[config.mk]
export PLATFORM = sky130hd
export DESIGN_NAME = branch_predict_unit
export DESIGN_NICKNAME = d
export VERILOG_FILES = /design/src/rtl/branch_predict_unit_pkg.sv /design/src/rtl/branch_predict_unit_btb_table.sv /design/src/rtl/branch_predict_unit.sv
export SDC_FILE = /design/constraint.sdc
export NUM_CORES = 1
export LEC_CHECK = 0
export CORE_UTILIZATION = 52
export CTS_CLUSTER_DIAMETER = 150
export DETAILED_ROUTE_END_ITERATION = 10
export GPL_TIMING_DRIVEN = 1
export PLACE_DENSITY = 0.74
export SLEW_MARGIN = 20
export SYNTH_ARGS = -nofsm -noshare
export SYNTH_HDL_FRONTEND = slang
export SYNTH_SLANG_ARGS = --single-unit
[constraint.sdc]
create_clock -name clk -period 5.15 [get_ports clk]
set_input_delay 0.515 -clock clk [delete_from_list [all_inputs] [get_ports clk]]
set_output_delay 0.515 -clock clk [all_outputs]
set_load 0.005 [all_outputs]
[src/rtl/branch_predict_unit_pkg.sv]
// branch_predict_unit_pkg: shared 2-bit counter encodings, BTB allocation states and index-width helper
package branch_predict_unit_pkg;
    typedef enum logic [1:0] {SNT = 2'd0, WNT = 2'd1, WT = 2'd2, ST = 2'd3} ctr_e;
    localparam logic [1:0] ALLOC_BR   = WT;
    localparam logic [1:0] ALLOC_JALR = ST;
    function automatic int idx_w(input int n);
        int w;
        w = 0;
        while ((1 << w) < n) w++;
        return w;
    endfunction
endpackage

[src/rtl/branch_predict_unit_btb_table.sv]
// branch_predict_unit_btb_table: direct-mapped BTB storage; clk/reset, fetch read (i_rd_pc -> o_rd_*), execute read (i_ex_pc -> o_ex_*), one write port at i_ex_pc's index
module branch_predict_unit_btb_table
    import branch_predict_unit_pkg::*;
#(
    parameter int PC_W    = 8,
    parameter int ENTRIES = 16,
    parameter int IDX_W   = idx_w(ENTRIES)
) (
    input  logic            clk,
    input  logic            reset,
    input  logic [PC_W-1:0] i_rd_pc,
    output logic            o_rd_hit,
    output logic            o_rd_taken,
    output logic [PC_W-1:0] o_rd_target,
    input  logic [PC_W-1:0] i_ex_pc,
    output logic            o_ex_hit,
    output logic [PC_W-1:0] o_ex_target,
    output logic [1:0]      o_ex_ctr,
    input  logic            i_we,
    input  logic            i_wr_valid,
    input  logic [PC_W-1:0] i_wr_target,
    input  logic [1:0]      i_wr_ctr
);
    localparam int TAG_W = PC_W - IDX_W;
    logic              r_valid  [ENTRIES];
    logic [TAG_W-1:0]  r_tag    [ENTRIES];
    logic [PC_W-1:0]   r_target [ENTRIES];
    logic [1:0]        r_ctr    [ENTRIES];
    logic [IDX_W-1:0]  w_ri, w_ei;
    logic [1:0]        w_rd_ctr;
    assign w_ri        = i_rd_pc[IDX_W-1:0];
    assign w_ei        = i_ex_pc[IDX_W-1:0];
    assign o_rd_hit    = r_valid[w_ri] && (r_tag[w_ri] == i_rd_pc[PC_W-1:IDX_W]);
    assign w_rd_ctr    = r_ctr[w_ri];
    assign o_rd_taken  = o_rd_hit && w_rd_ctr[1];
    assign o_rd_target = r_target[w_ri];
    assign o_ex_hit    = r_valid[w_ei] && (r_tag[w_ei] == i_ex_pc[PC_W-1:IDX_W]);
    assign o_ex_target = r_target[w_ei];
    assign o_ex_ctr    = r_ctr[w_ei];
    always_ff @(posedge clk) begin
        if (reset) begin
            for (int i = 0; i < ENTRIES; i++) begin
                r_valid[i]  <= 1'b0;
                r_tag[i]    <= '0;
                r_target[i] <= '0;
                r_ctr[i]    <= WNT;
            end
        end else if (i_we) begin
            r_valid[w_ei]  <= i_wr_valid;
            r_tag[w_ei]    <= i_ex_pc[PC_W-1:IDX_W];
            r_target[w_ei] <= i_wr_target;
            r_ctr[w_ei]    <= i_wr_ctr;
        end
    end
endmodule

[src/rtl/branch_predict_unit.sv]
// branch_predict_unit: BTB-based predictor with execute-stage resolve, mispredict redirect and saturating statistics; fetch port if_*, execute port ex_*, counters stat_*
module branch_predict_unit
    import branch_predict_unit_pkg::*;
#(
    parameter int PC_W        = 8,
    parameter int BTB_ENTRIES = 16,
    parameter int CNT_W       = 16
) (
    input  logic             clk,
    input  logic             reset,
    input  logic [PC_W-1:0]  if_pc,
    output logic             if_pred_taken,
    output logic [PC_W-1:0]  if_pred_target,
    input  logic             ex_valid,
    input  logic [PC_W-1:0]  ex_pc,
    input  logic [31:0]      ex_imm,
    input  logic             ex_branch,
    input  logic             ex_jalr,
    input  logic [31:0]      ex_alu_result,
    input  logic             ex_pred_taken,
    input  logic [PC_W-1:0]  ex_pred_target,
    output logic             ex_taken,
    output logic [PC_W-1:0]  ex_pc_plus1,
    output logic             ex_mispredict,
    output logic [PC_W-1:0]  ex_redirect_pc,
    output logic [CNT_W-1:0] stat_ctrl,
    output logic [CNT_W-1:0] stat_mispred
);
    logic             w_rd_hit, w_rd_taken, w_ex_hit, w_ctrl, w_we;
    logic [PC_W-1:0]  w_rd_target, w_ex_target, w_act_target, w_wr_target;
    logic [1:0]       w_ex_ctr, w_wr_ctr;
    logic [CNT_W-1:0] r_ctrl, r_misp;
    logic             w_unused;
    assign w_unused = ^{ex_imm[31:PC_W], ex_alu_result[31:PC_W]};
    branch_predict_unit_btb_table #(.PC_W(PC_W), .ENTRIES(BTB_ENTRIES)) u_btb (
        .clk         (clk),
        .reset       (reset),
        .i_rd_pc     (if_pc),
        .o_rd_hit    (w_rd_hit),
        .o_rd_taken  (w_rd_taken),
        .o_rd_target (w_rd_target),
        .i_ex_pc     (ex_pc),
        .o_ex_hit    (w_ex_hit),
        .o_ex_target (w_ex_target),
        .o_ex_ctr    (w_ex_ctr),
        .i_we        (w_we),
        .i_wr_valid  (w_ctrl),
        .i_wr_target (w_wr_target),
        .i_wr_ctr    (w_wr_ctr)
    );
    assign if_pred_taken  = w_rd_taken;
    assign if_pred_target = w_rd_hit ? w_rd_target : '0;
    assign w_ctrl         = ex_branch | ex_jalr;
    assign w_act_target   = ex_jalr ? ex_alu_result[PC_W-1:0] : ex_pc + ex_imm[PC_W-1:0];
    assign ex_taken       = ex_valid & (ex_jalr | (ex_branch & ex_alu_result[0]));
    assign ex_pc_plus1    = ex_pc + PC_W'(1);
    assign ex_mispredict  = ex_valid & ((ex_pred_taken != ex_taken) | (ex_taken & (ex_pred_target != w_act_target)));
    assign ex_redirect_pc = ex_taken ? w_act_target : ex_pc_plus1;
    // a hit always writes: control trains the entry, non-control (alias) drops it via valid=w_ctrl
    assign w_we        = ex_valid & (w_ex_hit | (w_ctrl & ex_taken));
    assign w_wr_target = ex_taken ? w_act_target : w_ex_target;
    assign w_wr_ctr    = !w_ctrl ? w_ex_ctr :
                         !w_ex_hit ? (ex_jalr ? ALLOC_JALR : ALLOC_BR) :
                         ex_taken ? ((w_ex_ctr == ST) ? w_ex_ctr : w_ex_ctr + 2'd1) :
                                    ((w_ex_ctr == SNT) ? w_ex_ctr : w_ex_ctr - 2'd1);
    always_ff @(posedge clk) begin
        if (reset) begin
            r_ctrl <= '0;
            r_misp <= '0;
        end else begin
            if (ex_valid && w_ctrl && !(&r_ctrl)) r_ctrl <= r_ctrl + CNT_W'(1);
            if (ex_mispredict && !(&r_misp)) r_misp <= r_misp + CNT_W'(1);
        end
    end
    assign stat_ctrl    = r_ctrl;
    assign stat_mispred = r_misp;
endmodule

Word-level counts from Yosys, hierarchy flattened
Memory sizes are Yosys's and may differ from the RTL's.
Index checks and enable logic that the tools add are counted.
- register bits after elaboration: 32
- bits in read-only memories: 0
- output and inout bits: 59
- memories: 4
- bits in latches: 0
- bits of input ports: 94
- memory bits (writable): 240
- logic and storage cells: 71
- multiplexer cells: 27
- multiply operators: 0
- $lt $le $gt $ge: 0
- equal/unequal tests: 6
- divide/modulo/power cells: 0
- reductions and logical operators: 16
- shifts and indexed selects: 0
- bitwise gates (word level): 10
- $add $sub $neg: 6
- memory list (memory ; depth ; bits a word ; rd ports ; clocked after memory_dff ; wr ports ; line ; RTL):
    u_btb.r_target ; 16 ; 8 ; 1 ; 0 ; 16 ; branch_predict_unit_btb_table.sv:27 ; logic [PC_W-1:0] r_target [ENTRIES];
    u_btb.r_tag ; 16 ; 4 ; 2 ; 0 ; 16 ; branch_predict_unit_btb_table.sv:26 ; logic [TAG_W-1:0] r_tag [ENTRIES];
    u_btb.r_ctr ; 16 ; 2 ; 2 ; 0 ; 16 ; branch_predict_unit_btb_table.sv:28 ; logic [1:0] r_ctr [ENTRIES];
    u_btb.r_valid ; 16 ; 1 ; 2 ; 0 ; 16 ; branch_predict_unit_btb_table.sv:25 ; logic r_valid [ENTRIES];
- operators by type and width (kind ; number):
    2-to-1 mux 8 bit ; 5
    adder 16 x 1 -> 16 bit, second input constant ; 2
    AND reduction 16 bit ; 2
    2-to-1 mux 4 bit ; 5
    2-to-1 mux 2 bit ; 6
    2-to-1 mux 1 bit ; 11
    adder 8 x 1 -> 8 bit, second input constant ; 1
    adder 8 bit ; 1
    == test 4 bit ; 2
    inequality test 8 bit ; 1
    OR reduction 8 bit ; 1
    AND 1 bit ; 6
    logical AND 1 bit ; 6
    OR 1 bit ; 4
    OR reduction 4 bit ; 1
    adder 2 x 1 -> 2 bit, second input constant ; 1
    == test 2 bit, second input constant ; 1
    logical NOT 1 bit ; 2
    logical NOT 2 bit ; 1
    AND reduction 2 bit ; 1
    OR reduction 2 bit ; 1
    subtractor 2 x 1 -> 2 bit, second input constant ; 1
    inequality test 1 bit ; 1
    inequality test 1 bit, second input constant ; 1
    OR reduction 1 bit ; 1

Longest topological paths before layout
Gate-level depths: netlist of run 1.
- depth after elaboration: 12
- gate-level depth with buffers: 12
- mapped depth without buffers: 10

Modules after synthesis
A second synthesis of run 1 with hierarchy kept.
- cell total of the unflattened synthesis: 1153
- area total of the unflattened synthesis: 15507.4 um2
- by module, submodules not included (module ; seq. area each (um2) ; cells each ; area an instance (um2) ; times used):
    branch_predict_unit_btb_table ; 7206.9 ; 798 ; 12762.2 ; 1
    branch_predict_unit ; 640.6 ; 355 ; 2745.1 ; 1

Least setup slack after synthesis of run 1
No wires, ideal clock.
- path kind: input-to-output
- from: in if_pc[0]
- to: out if_pred_taken
- data arrival time: 2842 ps
- required time: 4635 ps
- cell stages on the path: 7
- path slack: 1793 ps
- path through: clkbuf_1 -> mux4_2 -> mux4_2 -> xor2_1 -> a211oi_1 -> nand4_1 -> nor2b_1
- word-level cells in the longest chain between the ends: 4
- elaborated cells on any way between the ends: 6
- RTL lines (item ; line ; RTL):
    from (decl) ; branch_predict_unit.sv:11 ; input logic [PC_W-1:0] if_pc,
    memory (16 x 4 bit) ; - ;
    == test 4 bit ; branch_predict_unit_btb_table.sv:33 ; assign o_rd_hit = r_valid[w_ri] && (r_tag[w_ri] == i_rd_pc[PC_W-1:IDX_W]);
    logical AND 1 bit ; branch_predict_unit_btb_table.sv:33 ;
    logical AND 1 bit (*) ; branch_predict_unit_btb_table.sv:35 ; assign o_rd_taken = o_rd_hit && w_rd_ctr[1];
    to (decl) ; branch_predict_unit.sv:12 ; output logic if_pred_taken,
Every way passes the cells marked *; elsewhere a longest branch is shown, timed or not.

Final worst setup path of run 1
- from: in ex_pc[0]
- to: out ex_mispredict
- word-level cells in the longest chain between the ends: 6
- RTL lines (item ; line ; RTL):
    from (decl) ; branch_predict_unit.sv:15 ; input logic [PC_W-1:0] ex_pc,
    adder 8 bit ; branch_predict_unit.sv:54 ; assign w_act_target = ex_jalr ? ex_alu_result[PC_W-1:0] : ex_pc + ex_imm[PC_W-1:0];
    2-to-1 mux 8 bit ; branch_predict_unit.sv:54 ;
    inequality test 8 bit ; branch_predict_unit.sv:57 ; assign ex_mispredict = ex_valid & ((ex_pred_taken != ex_taken) | (ex_taken & (ex_pred_target != w_act_target)) ...
    AND 1 bit ; branch_predict_unit.sv:57 ;
    OR 1 bit ; branch_predict_unit.sv:57 ;
    AND 1 bit ; branch_predict_unit.sv:57 ;
    to (decl) ; branch_predict_unit.sv:24 ; output logic ex_mispredict,
No other way between the ends.

==> impl_metrics.csv, run 1 <==
group,metric,value,unit
run_status,outcome,"complete, but fails checks",
run_status,violations,"DRC",
worst_setup_path,timing.rr.start,"u_btb.r_tag[10][3]",
power,seq_power_share,48.6,%
floorplan,initial_core_util,53.6,%
power,leakagePower,0.00547,uW
power,ir_drop,0.272,mV
floorplan,die_x,167,um
drt,wl,36.0,mm
timing,slew_headroom,41.7,%
clock_tree,clk_latency,540,ps
logic_synthesis,async_reset_ff_share,0,%
worst_setup_path,cp_cell_sequence,"clkdlybuf4s50_1, ha_1, fa_1, xnor2_1, o211ai_1, a2111oi_0, o221ai_1, a211oi_1, a21oi_1, clkdlybuf4s50_1",
logic_synthesis,syn_inst,1102,
clock_tree,cts_sinks,272,
worst_setup_path,crit_fanout,7,
logic_synthesis,syn_area_per_cell,12.8,um2
global_route,grt_overflow,0,
timing,fin_worst_skew,8.58,ps
worst_setup_path,crit_path_end_kind,"output port",
floorplan,rows,59,
cells_and_area,antenna_cells,0,
drt,vias,9569,
logic_synthesis,synthTopCellsByArea,"edfxtp_1 51%, mux4_2 14%, nor2_1 6.9%, dfxtp_1 4.6%, nand3_1 1.7%",
worst_setup_path,r2r-end,"u_btb.r_tag[2][3]",
cells_and_area,nets,1288,
timing,fmax,220,MHz
worst_setup_path,cpPeakStageDelay,630,ps
worst_setup_path,critPathSlowestCell,"a2111oi_0",
timing,tightest_slew,873,ps
power,power_density,316,nW/um2
placement,place.gp.congestion,0.843,
placement,dp_hpwl,25.5,mm
floorplan,io-pin-count,153,
clock_tree,cts_buffers,27,
timing,post-route-period-util,88.1,%
clock_tree,cts_hold_buf,0,
clock_tree,postCtsSetupBuffers,0,
drt,routed_via_density,6.23,
drt,dr.pass1.iters,8,
placement,io_buffers,104,
clock_tree,cts-resized-gates,0,
timing,min_period,4540,ps
worst_setup_path,crit_family,"compound AO/OA/AOI/OAI gates",
global_route,grt_first_pass_wirelength,56.1,mm
power,clock_power_share,40.2,%
global_route,busiest_layer,"met2",
logic_synthesis,synth-warning-count,0,
worst_setup_path,r2r_cells,8,
global_route,track_usage,26.5,%
floorplan,die_area,27700,um2
worst_setup_path,crit_cells,10,
clock_tree,root_buffer,"clkbuf_16",
cells_and_area,layout_common_cells,"256 x nor2_1, 240 x edfxtp_1, 100 x clkdlybuf4s50_1",
logic_synthesis,syn_nets,1210,
logic_synthesis,syn_area,14100,um2
timing,finalSetupTns,0,ps
timing,slew_viol_final,0,
timing,fin_ws,613,ps
placement,dp.cells,1486,
timing,rsz0062_at_grt,"no",
global_route,grt_util_met1,35.6,%
drt,drc,2,
placement,dpl_worst_slack,598,ps
clock_tree,cts_tree,"done",
logic_synthesis,yosysUniqueCellTypes,68,
timing,finalHoldViolCount,0,
worst_setup_path,startpoint_type,"input port",
floorplan,die_y,167,um
power,switching_share,23.3,%
flow_run,cap_violations,0,
cells_and_area,stdcell_count,1536,
worst_setup_path,cp_num_buf_inv,2,
global_route,antenna_found_initial,0,
worst_setup_path,worstPathArrival,4020,ps
power,p_switching,1210,uW
logic_synthesis,yosysSeqAreaShare,55.8,%
hold_path,min_from,"stat_mispred[1]",
logic_synthesis,synth_edf_count,240,
cells_and_area,syn2layout_area_growth,16.1,%
logic_synthesis,synth.largest_area_cell,"edfxtp_1",
global_route,grt_use_met2,44.8,%
global_route,grt_pass1_vias,9598,
floorplan,core_area,26300,um2
hold_path,hold_depth,2,
logic_synthesis,synth_flop_cell,"edfxtp_1",
worst_setup_path,crit_top_cell,"clkdlybuf4s50_1",
power,internal_power,3960,uW
power,combPwrFrac,11.3,%
clock_tree,h-tree-depth,1,
timing,setup_viol,0,
logic_synthesis,synth_top_cell_area_share,51.2,%
hold_path,hold_end,"stat_mispred[1]",
worst_setup_path,crit_required,4640,ps
global_route,grt_max_degree,69,
logic_synthesis,ys_ff_latch,272,
global_route,grt_util_met3,5.13,%
drt,wl_per_cell,23.4,um
cells_and_area,drive_above_1_share,16.1,%
drt,drt-initial-drc-count,919,
clock_tree,clk_path_buf_depth,3,
clock_tree,clkTransAtPathRegs,60,ps
hold_path,min_path_type,"flip-flop to flip-flop",
worst_setup_path,rrSetupSlack,1400,ps
drt,drtAntennaViolNets,0,
cells_and_area,layout_commonest_cell,"nor2_1",
worst_setup_path,crit_type,"input port to output port",
## stage by stage
stage,power (uW),cell area (um2),utilization [%],hold WS (ps)
global route,5320,16300,62.2,552
floorplan,2910,14100,-,487
detailed placement,3130,15400,58.6,504
finish,5170,16300,62.2,519
global placement,3110,15400,58.6,483
CTS,5180,16300,62.2,520
## power groups by stage
stage               registers [uW]  logic, uW  clock network, uW
floorplan                     2540        368                  0
global placement              2550        567                  0
detailed placement            2550        576                  0
CTS                           2510        581               2090
global route                  2520        621               2180
finish                        2510        582               2080
## routing by layer
| metal | up-vias | part of all wire (%) |
|---|---|---|
| met3 | 52 | 10 |
| li1 | 4273 | - |
| met1 | 4733 | 38 |
| met5 | - | 0 |
| met4 | 0 | 1.9 |
| met2 | 511 | 49 |
## worst register-to-register path, stage by stage (launching register included)
cell and delay, ps:
edfxtp_1 410, mux4_1 500, mux2i_1 320, xor2_1 200, a21oi_1 130, a2111oi_4 560, o21ba_2 590, nand3_1 250
nand2b_1 440
## sequential cells by signal, indices dropped and copies added (netlist names)
register,count
u_btb.r_tag,64
u_btb.r_valid,16
stat_ctrl,16
u_btb.r_ctr,32
u_btb.r_target,128
stat_mispred,16
## how the worst max path moves through the flow
stage | startpoint | endpoint | slack, ps
after floorplan | if_pc[0] | if_pred_taken | 1790
after global placement | ex_pc[0] | u_btb.r_tag[0][2] | 660
after detailed placement | ex_pc[0] | u_btb.r_tag[3][2] | 600
after CTS | ex_pc[0] | ex_mispredict | 630
after global routing | ex_pc[0] | ex_mispredict | 270
final | ex_pc[0] | ex_mispredict | 610
## cell usage after synthesis (all sizes together), types with 5 or more instances
cell type,number
a21o,6
o31ai,5
inv,10
nor2,257
nand2,52
nand3,47
nand4,9
a21oi,22
edfxtp,240
buf,34
and2,9
xor2,21
mux2i,15
mux2,7
dfxtp,32
clkbuf,56
nor2b,20
ha,13
or4,5
and3,13
nand2b,17
nor4,5
or3,5
o21bai,14
mux4,97
o21ai,5
xnor2,18
## cells by family (layout without fill, tap and decap cells)
logic type	Yosys count	count (layout)	synth area share, %
buffers and inverters	101	200	3.08
DFF	272	272	55.8
xor gates and xnor gates	39	39	2.43
adders and majority gates	14	14	1.30
muxes	119	119	17.3
AOI/OAI and AO/OA	95	95	5.18
and+or+nand+nor	462	462	14.9
## final cells by class
class | instances | area, um2
clock buffers | 32 | 694
flip-flops and latches | 272 | 7850
multi-input cells | 729 | 5800
repair buffers | 139 | 1300
fillers | 2009 | 9940
well taps | 335 | 419
clock inverters | 18 | 239
inverters | 11 | 41.3
No activity file was read; power rests on OpenSTA's default activity.
==> run 2: changes to the inputs <==
--- a/config.mk
+++ b/config.mk
@@ -13,4 +13,5 @@
 export SLEW_MARGIN = 20
 export SYNTH_ARGS = -nofsm -noshare
 export SYNTH_HDL_FRONTEND = slang
+export SYNTH_HIERARCHICAL = 1
 export SYNTH_SLANG_ARGS = --single-unit
==> impl_metrics.csv, run 2 <==
group,metric,value,unit
drt,vias,10600,
power,leakagePower,0.00630,uW
worst_setup_path,cpPeakStageDelay,840,ps
worst_setup_path,critPathSlowestCell,"clkdlybuf4s50_1",
cells_and_area,syn2layout_area_growth,14.5,%
floorplan,die_area,30500,um2
drt,drtAntennaViolNets,0,
drt,wl_per_cell,26.3,um
worst_setup_path,timing.rr.start,"u_btb/r_tag[15][0]",
timing,min_period,4270,ps
cells_and_area,layout_common_cells,"240 x edfxtp_1, 217 x and2_1, 129 x mux4_2",
timing,fin_worst_skew,10.6,ps
drt,drt-initial-drc-count,1278,
worst_setup_path,worstPathArrival,3750,ps
timing,slew_viol_final,0,
timing,slew_headroom,27.8,%
floorplan,die_x,175,um
global_route,grt_max_degree,59,
logic_synthesis,syn_nets,1258,
worst_setup_path,crit_required,4640,ps
worst_setup_path,crit_family,"buffers and inverters",
cells_and_area,antenna_cells,0,
logic_synthesis,synth_edf_count,240,
cells_and_area,nets,1346,
logic_synthesis,syn_area,15500,um2
worst_setup_path,crit_type,"input port to output port",
flow_run,cap_violations,0,
worst_setup_path,r2r_cells,10,
cells_and_area,drive_above_1_share,21.2,%
worst_setup_path,cp_num_buf_inv,4,
worst_setup_path,crit_path_end_kind,"output port",
placement,dp.cells,1594,
logic_synthesis,ys_top_cells_by_count,"240 x edfxtp_1, 217 x and2_1, 129 x mux4_2, 69 x nor2_1, 52 x clkbuf_1",
floorplan,rows,62,
timing,fmax,234,MHz
cells_and_area,stdcell_count,1645,
power,power_density,288,nW/um2
floorplan,initial_core_util,53.5,%
clock_tree,postCtsSetupBuffers,0,
worst_setup_path,startpoint,"if_pc[3]",
clock_tree,clkTransAtPathRegs,60,ps
clock_tree,cts_hold_buf,0,
logic_synthesis,yosysUniqueCellTypes,72,
clock_tree,root_buffer,"clkbuf_16",
worst_setup_path,r2r-end,"u_btb/r_ctr[2][1]",
clock_tree,cts-resized-gates,0,
cells_and_area,layout_commonest_cell,"edfxtp_1",
drt,routed_via_density,6.44,
cells_and_area,reg.largest.list,"u_btb/r_target x128, u_btb/r_tag x64, u_btb/r_ctr x32",
timing,finalHoldViolCount,0,
worst_setup_path,rrSetupSlack,1030,ps
clock_tree,clk_path_buf_depth,3,
cells_and_area,largest_register,"u_btb/r_target",
worst_setup_path,cp_cell_sequence,"clkdlybuf4s50_1, buf_4, nor2_1, a22o_1, o21a_1, nor4_1, a31oi_1, nor3_1, buf_4, and2_1, clkdlybuf4s50_1",
logic_synthesis,synth_flop_cell,"edfxtp_1",
drt,drc,0,
floorplan,io-pin-count,153,
floorplan,die_y,175,um
timing,post-route-period-util,82.9,%
logic_synthesis,synth.largest_area_cell,"edfxtp_1",
clock_tree,clk_latency,550,ps
placement,place.gp.congestion,0.871,
worst_setup_path,crit_fanout,14,
logic_synthesis,synth-warning-count,6,
clock_tree,cts_sinks,272,
clock_tree,cts_tree,"done",
clock_tree,h-tree-depth,1,
timing,rsz0062_at_grt,"no",
worst_setup_path,startpoint_type,"input port",
timing,finalSetupTns,0,ps
floorplan,core_area,29000,um2
drt,wl,43.2,mm
worst_setup_path,crit_cells,11,
logic_synthesis,synthTopCellsByArea,"edfxtp_1 46%, mux4_2 19%, and2_1 8.8%, dfxtp_1 4.1%, nor2_1 1.7%",
logic_synthesis,syn_inst,1153,
global_route,grt_overflow,0,
global_route,antenna_found_initial,2,
placement,dp_hpwl,27.7,mm
clock_tree,cts_buffers,29,
logic_synthesis,ys_ff_latch,272,
logic_synthesis,synth_top_cell_area_share,46.5,%
placement,io_buffers,104,
hold_path,min_path_type,"input port to flip-flop",
logic_synthesis,syn_area_per_cell,13.4,um2
global_route,grt_first_pass_wirelength,64.4,mm
global_route,track_usage,28.6,%
drt,dr.pass1.iters,5,
global_route,grt_pass1_vias,10400,
logic_synthesis,yosysSeqAreaShare,50.6,%
timing,setup_viol,0,
logic_synthesis,yosysMostFrequentCell,"edfxtp_1",
logic_synthesis,async_reset_ff_share,0,%
run_status,outcome,"finished clean",
cells_and_area,nFillCells,2223,
timing,tightest_slew,1080,ps
power,ir_drop,0.257,mV
cells_and_area,largest_reg_flops,128,
worst_setup_path,critPathCapture,"if_pred_target[5]",
run 2: through the flow:
step | hold slack (ps) | total power, uW | util [%] | area [um2] | setup WS, ps
2_1_floorplan | 481 | 2980 | - | 15500 | 1370
3_3_place_gp | 496 | 3220 | 58.3 | 16900 | 714
3_5_place_dp | 513 | 3240 | 58.3 | 16900 | 668
4_1_cts | 450 | 5120 | 61.2 | 17800 | 890
5_1_grt | 472 | 5260 | 61.2 | 17800 | 769
6_report | 477 | 5110 | 61.2 | 17800 | 883
run 2: final cells by class:
cell class / count / area (um2) / share of cell area, %
Tap cell: 384 / 480 / 2.71
Clock buffer: 37 / 756 / 4.26
Sequential cell: 272 / 7850 / 44.2
Timing Repair Buffer: 147 / 1370 / 7.69
Multi-Input combinational cell: 780 / 7180 / 40.4
Clock inverter: 14 / 88.8 / 0.500
Inverter: 11 / 41.3 / 0.232
run 2: report_power, final:
group	internal, uW	switching, uW
logic	308	386
registers	2470	38.7
clock network	1070	831
run 2: cells by family after synthesis:
group	Yosys count	share of synthesized area, %
DFF	272	50.6
and+or+nand+nor	480	17.9
adders and majority gates	11	0.936
xor gates and xnor gates	38	2.15
buffers and inverters	101	3.23
muxes	167	21.6
AOI/OAI and AO/OA	84	3.52
run 2: per-layer routing:
layer	track usage, %	part of all wire (%)	wire [um]
met1	40.9	40	17200
met2	45.5	47	20100
met3	3.83	10	4380
met4	9.09	3.3	1440
met5	0	0	0
run 2: worst min path at each step:
| stage | startpoint | endpoint | slack, ps | cells past startpoint |
|---|---|---|---|---|
| 2_1_floorplan | stat_mispred[10] | stat_mispred[10] | 480 | 2 |
| 3_3_place_gp | stat_mispred[1] | stat_mispred[1] | 500 | 2 |
| 3_5_place_dp | stat_mispred[1] | stat_mispred[1] | 510 | 2 |
| 4_1_cts | ex_pc[2] | u_btb/r_tag[0][1] | 450 | 2 |
| 5_1_grt | ex_pc[2] | u_btb/r_tag[2][1] | 470 | 2 |
| 6_report | ex_pc[2] | u_btb/r_tag[2][1] | 480 | 2 |
